--- src/rtl/avg_pkg.sv ---
// avg_pkg -- shared definitions for the frame averaging scheduler.
//   state_t : scheduler FSM states (IDLE, ACC, SHIFT, DONE)
//   NS_DEF  : default samples per frame (power of two)
//   NSH_DEF : default number of shift passes per frame
package avg_pkg;

   typedef enum logic [1:0] {
      IDLE  = 2'd0,
      ACC   = 2'd1,
      SHIFT = 2'd2,
      DONE  = 2'd3
   } state_t;

   localparam int NS_DEF  = 8;
   localparam int NSH_DEF = 3;

endpackage

--- src/rtl/avg_dp.sv ---
// avg_dp -- accumulator datapath with one shared adder and one shared
// logical right shifter.
// Ports:
//   clk, rst     : clock, asynchronous active-high reset
//   clr          : synchronous clear of the accumulator
//   load         : acc <= zext(din), capture sa into sa_q
//   add          : acc <= acc + zext(din)
//   shift        : acc <= acc >> sa_q (0 when sa_q >= AW)
//   din, sa      : sample value and shift amount
//   shifted      : combinational acc >> sa_q, used for the result
module avg_dp #(
   parameter int DW = 16,
   parameter int AW = 32
) (
   input  logic          clk,
   input  logic          rst,
   input  logic          clr,
   input  logic          load,
   input  logic          add,
   input  logic          shift,
   input  logic [DW-1:0] din,
   input  logic [7:0]    sa,
   output logic [AW-1:0] shifted
);

   // Shift amounts at or beyond this limit flush the accumulator to zero.
   localparam logic [8:0] SA_LIM = (AW > 255) ? 9'd256 : 9'(AW);

   logic [AW-1:0] acc_r;
   logic [7:0]    sa_q_r;
   logic [AW-1:0] add_a_s;
   logic [AW-1:0] sum_s;

   // Single adder: a load is an add onto zero, so both share it.
   always_comb begin
      add_a_s = load ? {AW{1'b0}} : acc_r;
      sum_s   = add_a_s + AW'(din);
   end

   // Single logical right shifter with out-of-range flush.
   always_comb begin
      if ({1'b0, sa_q_r} >= SA_LIM) begin
         shifted = {AW{1'b0}};
      end else begin
         shifted = acc_r >> sa_q_r;
      end
   end

   // Accumulator register.
   always_ff @(posedge clk or posedge rst) begin
      if (rst) begin
         acc_r <= {AW{1'b0}};
      end else if (clr) begin
         acc_r <= {AW{1'b0}};
      end else if (load || add) begin
         acc_r <= sum_s;
      end else if (shift) begin
         acc_r <= shifted;
      end
   end

   // Shift amount is frozen at the first sample of a frame.
   always_ff @(posedge clk or posedge rst) begin
      if (rst) begin
         sa_q_r <= 8'd0;
      end else if (load && !clr) begin
         sa_q_r <= sa;
      end
   end

endmodule

--- src/rtl/avg_sched.sv ---
// avg_sched -- schedules NS serial accumulations and NSH right shifts over
// a shared datapath, then presents the low DW bits as a frame result.
// Ports:
//   Clk, Rst            : clock, asynchronous active-high reset
//   clear               : synchronous frame abort (beats any handshake)
//   in_data/in_valid/in_ready : sample input handshake
//   sa                  : shift amount, captured with the first sample
//   avg/out_valid/out_ready   : registered result handshake
//   busy                : high whenever the FSM is not IDLE
//   count               : samples accepted in the current frame
module avg_sched
   import avg_pkg::*;
#(
   parameter int DW  = 16,
   parameter int AW  = 32,
   parameter int NS  = NS_DEF,
   parameter int NSH = NSH_DEF
) (
   input  logic                  Clk,
   input  logic                  Rst,
   input  logic                  clear,
   input  logic [DW-1:0]         in_data,
   input  logic                  in_valid,
   output logic                  in_ready,
   input  logic [7:0]            sa,
   output logic [DW-1:0]         avg,
   output logic                  out_valid,
   input  logic                  out_ready,
   output logic                  busy,
   output logic [$clog2(NS)-1:0] count
);

   localparam int CW  = $clog2(NS);
   localparam int SCW = (NSH > 1) ? $clog2(NSH) : 1;

   state_t         state_r;
   state_t         state_nxt_s;
   logic [SCW-1:0] shift_cnt_r;
   logic           accept_s;
   logic           last_sample_s;
   logic           shift_last_s;
   logic           load_s;
   logic           add_s;
   logic           shift_s;
   logic [AW-1:0]  shifted_s;

   // clear masks the input handshake so an abort never starts a frame.
   assign accept_s      = in_valid && in_ready && !clear;
   assign last_sample_s = (count == CW'(NS - 1));
   assign shift_last_s  = (shift_cnt_r == SCW'(NSH - 1));

   // FSM state register.
   always_ff @(posedge Clk or posedge Rst) begin
      if (Rst) begin
         state_r <= IDLE;
      end else begin
         state_r <= state_nxt_s;
      end
   end

   // FSM next-state logic.
   always_comb begin
      state_nxt_s = state_r;
      if (clear) begin
         state_nxt_s = IDLE;
      end else begin
         case (state_r)
            IDLE:    state_nxt_s = accept_s ? ACC : IDLE;
            ACC:     state_nxt_s = (accept_s && last_sample_s) ? SHIFT : ACC;
            SHIFT:   state_nxt_s = shift_last_s ? DONE : SHIFT;
            DONE:    state_nxt_s = (out_valid && out_ready) ? IDLE : DONE;
            default: state_nxt_s = IDLE;
         endcase
      end
   end

   // FSM outputs: datapath enables and status decode.
   always_comb begin
      load_s   = 1'b0;
      add_s    = 1'b0;
      shift_s  = 1'b0;
      in_ready = 1'b0;
      busy     = 1'b1;
      case (state_r)
         IDLE: begin
            load_s   = accept_s;
            in_ready = 1'b1;
            busy     = 1'b0;
         end
         ACC: begin
            add_s    = accept_s;
            in_ready = 1'b1;
         end
         SHIFT: begin
            shift_s = !clear;
         end
         DONE: begin
            shift_s = 1'b0;
         end
         default: begin
            in_ready = 1'b0;
         end
      endcase
   end

   // Sample counter; wraps to zero on the last sample of a frame.
   always_ff @(posedge Clk or posedge Rst) begin
      if (Rst) begin
         count <= {CW{1'b0}};
      end else if (clear) begin
         count <= {CW{1'b0}};
      end else if (load_s) begin
         count <= CW'(1);
      end else if (add_s) begin
         count <= count + CW'(1);
      end
   end

   // Shift pass counter, only advances while in SHIFT.
   always_ff @(posedge Clk or posedge Rst) begin
      if (Rst) begin
         shift_cnt_r <= {SCW{1'b0}};
      end else if (clear || !shift_s || shift_last_s) begin
         shift_cnt_r <= {SCW{1'b0}};
      end else begin
         shift_cnt_r <= shift_cnt_r + SCW'(1);
      end
   end

   // Result register: captured from the shifter output on the final pass.
   always_ff @(posedge Clk or posedge Rst) begin
      if (Rst) begin
         avg       <= {DW{1'b0}};
         out_valid <= 1'b0;
      end else if (clear) begin
         out_valid <= 1'b0;
      end else if (shift_s && shift_last_s) begin
         avg       <= shifted_s[DW-1:0];
         out_valid <= 1'b1;
      end else if (out_valid && out_ready) begin
         out_valid <= 1'b0;
      end
   end

   avg_dp #(
      .DW(DW),
      .AW(AW)
   ) u_dp (
      .clk    (Clk),
      .rst    (Rst),
      .clr    (clear),
      .load   (load_s),
      .add    (add_s),
      .shift  (shift_s),
      .din    (in_data),
      .sa     (sa),
      .shifted(shifted_s)
   );

endmodule

--- config.mk ---
export PLATFORM = sky130hd
export DESIGN_NAME = avg_sched
export DESIGN_NICKNAME = d
export VERILOG_FILES = /design/src/rtl/avg_pkg.sv /design/src/rtl/avg_dp.sv /design/src/rtl/avg_sched.sv
export SDC_FILE = /design/constraint.sdc
export NUM_CORES = 1
export LEC_CHECK = 0
export CAP_MARGIN = 20
export CORE_MARGIN = 2
export CORE_UTILIZATION = 35
export CTS_BUF_LIST = sky130_fd_sc_hd__clkbuf_4 sky130_fd_sc_hd__clkbuf_8
export CTS_CLUSTER_SIZE = 14
export DETAILED_ROUTE_END_ITERATION = 6
export PLACE_DENSITY = 0.62
export SLEW_MARGIN = 30
export SYNTH_ARGS = -nofsm -noshare
export SYNTH_HDL_FRONTEND = slang
export SYNTH_HIERARCHICAL = 1
export SYNTH_SLANG_ARGS = --single-unit
--- constraint.sdc ---
create_clock -name Clk -period 4.5 [get_ports Clk]
set_input_delay 0.675 -clock Clk [delete_from_list [all_inputs] [get_ports Clk]]
set_output_delay 0.675 -clock Clk [all_outputs]
set_load 0.01 [all_outputs]
==> qor.yml <==
place:
  dp_hpwl_mm: 15.3
  port_buffers: 50
  placedInstanceArea_sq_mm: 0.00690
  place.gp.congestion: 0.969
routing:
  routed_wirelength_mm: 20.7
  wl_per_cell_um: 21.2
  drtAntennaViolNets: 0
  dr.pass1.iters: 5
  detail_route.vias_per_cell: 6.15
  drtIter0Drc: 780
  vias: 6002
  drc: 0
final_layout:
  syn_to_final_growth_pct: 14.0
  most-common-layout-cells: "63 x nand2_1, 63 x dfrtp_1, 56 x nor2_1"
  antenna_cells: 0
  regArea_sq_mm: 0.00160
  n_fill_cell: 1746
  multi_input_area_sq_mm: 0.00431
  layout.nets: 796
  drive_gt1_share_pct: 14.9
  final_cell_area_sq_mm: 0.00709
die:
  dieArea_sq_mm: 0.0188
  die_h_um: 137
  boundaryPins: 51
  design.core.area_sq_mm: 0.0174
  die_w_um: 137
  initial_core_util_pct: 35.8
  rows: 48
cts:
  cts_buffers: 9
  cts_hold_buf: 0
  htreeDepth: 3
  cts_resized: 0
  clk_pin_slew_ps: 70
  cts_tree: "yes"
  post_cts_buffers: 0
  clk_path_buf_depth: 2
  cts_sinks: 64
  clk_latency_ps: 370
  clockRootBuffer: "clkbuf_8"
synth:
  synth.avg_cell_area_sq_um: 8.67
  netlist_area_sq_mm: 0.00621
  synth_nets: 766
  synth_cells: 717
  synth_warnings: 6
timing:
  finClkSkew_ps: 7.19
  finalCritPeriodShare_pct: 83.4
  max_slew_margin_pct: 33.2
  tightest_slew_ps: 994
  setup_viol: 0
  final-hold-violation-count: 0
  slew_violations: 0
  hold_slack_ps: 439
  fin_tns_setup_ps: 0
  rsz0062_at_grt: "no"
  period_needed_ps: 3750
  fmax_mhz: 267
worst_setup_path:
  worst_r2r_path_depth: 12
  cp.depth: 13
  r2r-end: "u_dp/acc_r[22]$_DFFE_PP0P_"
  cpLargestDelayFamily: "compound AO/OA/AOI/OAI gates"
  slowest_delay_ps: 480
  crit_start: "in_valid"
  critPathSlowestCell: "clkdlybuf4s50_1"
  critPathMaxFanout: 40
  r2r_start: "state_r[0]$_DFF_PP0_"
  worstSetupEndpointType: "flip-flop"
  reg2reg_slack_ps: 990
  cp-start-kind: "primary input"
  path_class: "in2reg"
  crit_required_ps: 4770
  cp.buffers_inverters: 3
  crit_chain: "clkdlybuf4s50_1 -> nor4b_2 -> buf_12 -> nor2b_1 -> ha_1 -> inv_1 -> fa_1 -> nand2b_1 -> a21oi_1 -> o21ai_0 -> a21boi_1 -> mux2_2 -> o2111ai_1"
  crit_end: "u_dp/acc_r[22]$_DFFE_PP0P_"
  critPathArrivalTime_ps: 4030
pwr:
  irDropWorstVdd_mv: 0.175
  p_per_area_mw_per_mm2: 264
  power_leakage_nw: 2.76
grt:
  grt-ovfl-total: 0
  grt_pass1_wl_mm: 32.3
  antenna_found_initial: 0
  grt_use_total_pct: 22.5
  grt_max_degree: 41
  grt_pass1_vias: 5754
hold_path:
  holdPathStages: 1
  hold_class: "reg2reg"
status:
  status: "completed"
flow_run:
  drv_cap: 0
==> final cells by class <==
cell class	count	area share, %
repair buffers	67	9.04
multi-input cells	588	60.8
flip-flops and latches	64	22.6
clock inverters	4	0.636
inverters	17	0.900
clock buffers	11	2.05
well taps	225	3.97
==> worst min path at each step <==
| stage | slack, ps | start | endpoint |
|---|---|---|---|
| after floorplan | 410 | shift_cnt_r[0]$_DFF_PP0_ | shift_cnt_r[0]$_DFF_PP0_ |
| after global placement | 420 | shift_cnt_r[0]$_DFF_PP0_ | shift_cnt_r[0]$_DFF_PP0_ |
| after detailed placement | 430 | shift_cnt_r[0]$_DFF_PP0_ | shift_cnt_r[0]$_DFF_PP0_ |
| after CTS | 440 | shift_cnt_r[0]$_DFF_PP0_ | shift_cnt_r[0]$_DFF_PP0_ |
| after global routing | 470 | shift_cnt_r[0]$_DFF_PP0_ | shift_cnt_r[0]$_DFF_PP0_ |
| final | 440 | shift_cnt_r[0]$_DFF_PP0_ | shift_cnt_r[0]$_DFF_PP0_ |
==> stage by stage <==
stage / total power [W] / setup WS, ps / cells / utilization [%]
2_1_floorplan: 0.00119 / 478 / 717 / -
6_report: 0.00187 / 748 / 976 / 40.8
3_5_place_dp: 0.00136 / 428 / 961 / 39.7
3_3_place_gp: 0.00136 / 440 / 961 / 39.7
5_1_grt: 0.00196 / 450 / 976 / 40.8
4_1_cts: 0.00187 / 839 / 976 / 40.8
==> worst register-to-register path: stages (launching register included) <==
cell	delay [ps]
dfrtp_1	630
nor4b_2	140
buf_12	200
nor2b_1	150
ha_1	200
inv_1	70
fa_1	380
nand2b_1	200
a21oi_1	280
o21ai_0	280
a21boi_1	430
mux2_2	390
o2111ai_1	70
==> metal layers <==
metal  track usage (%)  vias up  routed length, um
met1              30.4     2883               8770
met3              4.27       42               1710
met4              8.76        0                622
met5                 0        -                  0
li1                  -     2781                  -
met2              35.5      296               9620
==> power breakdown <==
part / switching [W] / leakage [nW] / internal, W
clock: 0.000235 / 0.102 / 0.000271
combinational: 0.000373 / 1.79 / 0.000270
sequential: 0.000116 / 0.867 / 0.000605
==> registers in the layout, summed over array words and instances (netlist names) <==
signal       count
state_r          2
u_dp/acc_r      32
avg             16
shift_cnt_r      2
count            3
out_valid        1
u_dp/sa_q_r      8
No activity file was read; power rests on OpenSTA's default activity.
==> RTL edit 1: new RTL, config.mk and constraints unchanged <==
`NS_DEF`: 8 -> 4.
--- a/src/rtl/avg_pkg.sv
+++ b/src/rtl/avg_pkg.sv
@@ -12,5 +12,5 @@
    } state_t;
 
-   localparam int NS_DEF  = 8;
+   localparam int NS_DEF  = 4;
    localparam int NSH_DEF = 3;
 
Interface: changed (resized count); port bits go from 51 to 50. No check against the original RTL was run, so the function may have changed too.
==> RTL edit 1 against the unedited design <==
- sequential cell count decreased by 1
- sequential share of layout area decreased by 0.17 points
- first-iteration DRC count decreased by 8.3%
- synthesized cell count decreased by 0.28%
- setup slack improved by 0.081 ns
- total power increased by 2.2%
- cell area decreased by 0.79%
- via count decreased by 1.2%
- wire length decreased by 0.79%
- fmax increased by 2.2%
- die area about the same
- synthesized area about the same
==> RTL edit 1: results (changes against the unedited design) <==
[outcome]
status=completed

[placement]
globalplace.congestion=0.970  ; +0.14%
placed_cells=952  ; -0.94%
hpwl_um=15500  ; +1.6%
io_buffers=49  ; -2.0%
place_ws_ns=0.485  ; +0.0566 ns

[detailed_routing]
wl_per_cell_um=21.2  ; about the same
drtAntennaViolNets=0  ; unchanged
first_pass_iters=5  ; unchanged
drtIter0Drc=715  ; -8.3%
routed_via_density=6.13  ; -0.40%

[global_route]
grt_pass1_wl_um=32100  ; -0.62%
grt_pass1_vias=5714  ; -0.70%
antenna_found_initial=0  ; unchanged
grt_max_degree=41  ; unchanged
track_usage=0.225  ; -0.000482
overflow=0  ; unchanged

[layout]
antennaDiodeCount=0  ; unchanged
layout-drive-gt1-share=0.148  ; -0.00109
stdcell_count=968  ; -0.82%
top_regs=u_dp/acc_r: 32 flops, avg: 16 flops, u_dp/sa_q_r: 8 flops
nets=786  ; -1.3%

[timing]
fin_skew_ns=0.0120  ; +0.00485 ns
maxSlewHeadroom=0.357  ; +0.0248

[hold_path]
whs_endpoint=shift_cnt_r[0]$_DFF_PP0_
hp-start=shift_cnt_r[0]$_DFF_PP0_
hold_depth=1  ; unchanged
hold_class=reg -> reg

[clocking]
cts_resized=0  ; unchanged
numCtsBuffers=9  ; unchanged
clk_latency_ns=0.38
root_buffer=clkbuf_8
htreeDepth=3  ; unchanged
path_clk_slew_ns=0.07  ; about the same
cts_buffer_depth=2  ; unchanged
post_cts_buffers=0  ; unchanged

[synthesis]
syn_avg_cell_area_um2=8.70  ; +0.34%
syn-num-nets=763  ; -0.39%
ys_warn_count=6  ; unchanged

[worst_setup_path]
rrSetupSlack_ns=1.02  ; +0.03 ns
critPathTopFamily=compound AO/OA/AOI/OAI gates
critPathSlowestCell=clkdlybuf4s50_1
crit_fanout=20  ; -50%
worstReg2RegStart=state_r[1]$_DFF_PP0_
r2r_cells=13  ; +1
arrival_ns=3.95  ; -0.08 ns
cpPeakStageDelay_ns=0.45  ; -0.03 ns
r2r_end=u_dp/acc_r[22]$_DFFE_PP0P_

[power_and_ir_drop]
ir_worst_vdd_v=0.000177  ; +0.94%
leakage_nw=2.73  ; -1.3%
power.internal_mw=1.19  ; +3.9%

[job]
max_cap_violations=0  ; unchanged

[RTL edit 1: worst register-to-register path, stage by stage, from the launching register on]
cell and delay, ns:
dfrtp_1 0.50, nand2b_1 0.19, nor3_2 0.04, buf_4 0.22, nor2b_1 0.16, ha_1 0.20, inv_1 0.06, fa_1 0.37
nand2b_1 0.19, a21oi_1 0.27, o21ai_0 0.28, a21boi_1 0.43, mux2_2 0.39, o2111ai_1 0.08
[RTL edit 1: layout make-up]
cell class / count / area, µm²
fill: 1769 / 10300
multi-input combinational: 582 / 4290
sequential: 63 / 1580
timing repair buffer: 63 / 596
tap: 225 / 282
clock buffer: 12 / 146
inverter: 19 / 71.3
clock inverter: 4 / 70.1
[RTL edit 1: worst max-delay path by stage]
stage                        start                          to  slack (ns)
after global placement    in_valid  u_dp/acc_r[18]$_DFFE_PP0P_        0.56
final                     in_valid  u_dp/acc_r[22]$_DFFE_PP0P_        0.83
after CTS                 in_valid  u_dp/acc_r[22]$_DFFE_PP0P_        0.88
after global routing      in_valid  u_dp/acc_r[28]$_DFFE_PP0P_        0.46
after floorplan              clear  u_dp/acc_r[25]$_DFFE_PP0P_        0.46
after detailed placement  in_valid  u_dp/acc_r[22]$_DFFE_PP0P_        0.48
[RTL edit 1: power groups by stage]
stage | sequential (mW) | clock (mW) | combinational, mW
after floorplan | 0.627 | 0 | 0.552
after global placement | 0.720 | 0 | 0.622
after detailed placement | 0.721 | 0 | 0.621
after CTS | 0.709 | 0.580 | 0.623
after global routing | 0.723 | 0.602 | 0.680
final | 0.712 | 0.566 | 0.634
[RTL edit 1: per-layer routing]
layer,vias up,global-route usage,part of all wire
met1,2886,0.292,0.42
met4,0,0.0853,0.030
met3,40,0.0655,0.079
met5,-,0,0
li1,2759,-,-
met2,244,0.353,0.47
[RTL edit 1: per-stage QoR]
stage	hold slack, ns	area (µm²)	utilization
finish	0.433	7030	0.405
global route	0.477	7030	0.405
CTS	0.432	7030	0.405
detailed placement	0.424	6810	0.393
global placement	0.422	6810	0.393
floorplan	0.411	6220	-
==> RTL edit 2: new RTL, same settings <==
Made on the original files. Put one more register stage on the output `count`, without a reset. The value now appears one clock later. The other outputs are not delayed to match.
--- a/src/rtl/avg_sched.sv
+++ b/src/rtl/avg_sched.sv
@@ -34,4 +34,6 @@
    localparam int SCW = (NSH > 1) ? $clog2(NSH) : 1;
 
+   logic [$clog2(NS)-1:0] count_s0;
+
    state_t         state_r;
    state_t         state_nxt_s;
@@ -47,5 +49,5 @@
    // clear masks the input handshake so an abort never starts a frame.
    assign accept_s      = in_valid && in_ready && !clear;
-   assign last_sample_s = (count == CW'(NS - 1));
+   assign last_sample_s = (count_s0 == CW'(NS - 1));
    assign shift_last_s  = (shift_cnt_r == SCW'(NSH - 1));
 
@@ -107,11 +109,11 @@
    always_ff @(posedge Clk or posedge Rst) begin
       if (Rst) begin
-         count <= {CW{1'b0}};
+         count_s0 <= {CW{1'b0}};
       end else if (clear) begin
-         count <= {CW{1'b0}};
+         count_s0 <= {CW{1'b0}};
       end else if (load_s) begin
-         count <= CW'(1);
+         count_s0 <= CW'(1);
       end else if (add_s) begin
-         count <= count + CW'(1);
+         count_s0 <= count_s0 + CW'(1);
       end
    end
@@ -158,4 +160,8 @@
    );
 
+   always_ff @(posedge Clk) begin
+      count <= count_s0;
+   end
+
 endmodule
 
Behaviour: not the same (a bounded check fails within 4 cycles, from zero or initial values and one cycle with Rst high).
==> RTL edit 2 against the unedited design <==
- critical path depth unchanged
- wire length up 0.74%
- die area up 0.94%
- clock skew down 0.00074 ns
- setup slack better by 0.029 ns
- sequential cell count up 3
- cell area up 0.49%
- total power down 0.35%
- synthesized area up 0.97%
- global-route usage down 0.11 points
- highest routed layer unchanged
==> RTL edit 2: results (changes against the unedited design) <==
[layout]
top_regs=u_dp/acc_r: 32 flops, avg: 16 flops, u_dp/sa_q_r: 8 flops
n_fill_cell=1790  ; +2.5%
nets=799  ; +0.38%
layout-drive-gt1-share=0.150  ; +0.000534

[power_and_ir_drop]
netSwitchingPower_uw=731  ; +0.96%
ir_worst_vdd_v=0.000191  ; +9.0%
seq-power_uw=769  ; +6.7%
p_clk_uw=470  ; -7.1%
leakage_nw=2.78  ; +0.67%

[detailed_routing]
met1Wirelength_um=8970  ; +2.3%
drt_wl_total_um=20900  ; +0.74%
drtIter0Drc=541  ; -31%
wl_met2_um=9580  ; -0.43%
routed.top_layer=met4
dr_wl_met3_um=1630  ; -4.7%
routed_via_density=6.13  ; -0.37%

[placement]
io_buffers=50  ; unchanged
hpwl_um=15600  ; +2.1%
place_ws_ns=0.449  ; +0.0209 ns
globalplace.congestion=0.954  ; -1.5%

[clocking]
root_buffer=clkbuf_8
htreeDepth=3  ; unchanged

[outcome]
status=completed

[global_route]
grt_use_met2=0.359  ; +0.00319
grt_pass1_vias=5779  ; +0.43%
track_usage=0.224  ; -0.00108
grt_pass1_wl_um=32300  ; -0.19%
use_met3=0.0618  ; +0.0191
grt_util_met1=0.291  ; -0.0133
grt_max_degree=43  ; +4.9%

[worst_setup_path]
arrival_ns=3.99  ; -0.04 ns
r2r_cells=11  ; -1
crit_fanout=23  ; -43%

[timing]
fin_skew_ns=0.00645  ; -0.000738 ns
max_slew.worst_pin.slew_ns=0.960  ; -0.0336 ns

[synthesis]
syn-num-nets=769  ; +0.39%

[hold_path]
hold_depth=0  ; -1

==> RTL edit 2: changes by cell type in the layout (fill, tap and decap cells not counted) <==
cell       before  now
dfxtp_1         0    3
inv_1          14   15
dfrtp_2         1    0
clkinv_1        1    0
bufinv_16       1    0
buf_12          1    0
dfrtp_4         0    1
buf_4          16   17
clkbuf_4        1    3
==> RTL edit 2: layout make-up <==
cell class,count,share of cell area
flip-flops and latches,67,0.234
multi-input cells,588,0.605
inverters,17,0.00896
well taps,225,0.0395
repair buffers,67,0.0882
clock buffers,13,0.0225
clock inverters,3,0.00211
==> RTL edit 2: path summary, 6_finish.rpt <==
path | slack, ns | to | from
max in group asynchronous | 3.23 | u_dp/sa_q_r[0]$_DFFE_PP0P_ | Rst
worst min-delay path | 0.42 | count[1]$_DFF_P_ | count_s0[1]$_DFFE_PP0P_
worst max-delay path | 0.78 | u_dp/acc_r[22]$_DFFE_PP0P_ | in_valid
worst max register to register | 1.03 | u_dp/acc_r[23]$_DFFE_PP0P_ | state_r[0]$_DFF_PP0_
worst min register to register | 0.42 | count[1]$_DFF_P_ | count_s0[1]$_DFFE_PP0P_
min in group asynchronous | 0.70 | count_s0[2]$_DFFE_PP0P_ | Rst
==> RTL edit 2: worst max-delay path, delay by kind of cell <==
family                   cells  cell delay [ns]
buffers and inverters        3             0.77
AND/OR/NAND/NOR              3             0.52
AO/OA/AOI/OAI                4             1.04
adder cells (fa/ha/maj)      2             0.56
multiplexers                 1             0.39
==> RTL edit 2: stage by stage <==
stage	std cells	cell area (µm²)	total power [mW]
floorplan	720	6270	1.21
global placement	964	6940	1.39
detailed placement	964	6940	1.39
CTS	980	7120	1.86
global route	980	7120	1.96
finish	980	7120	1.86
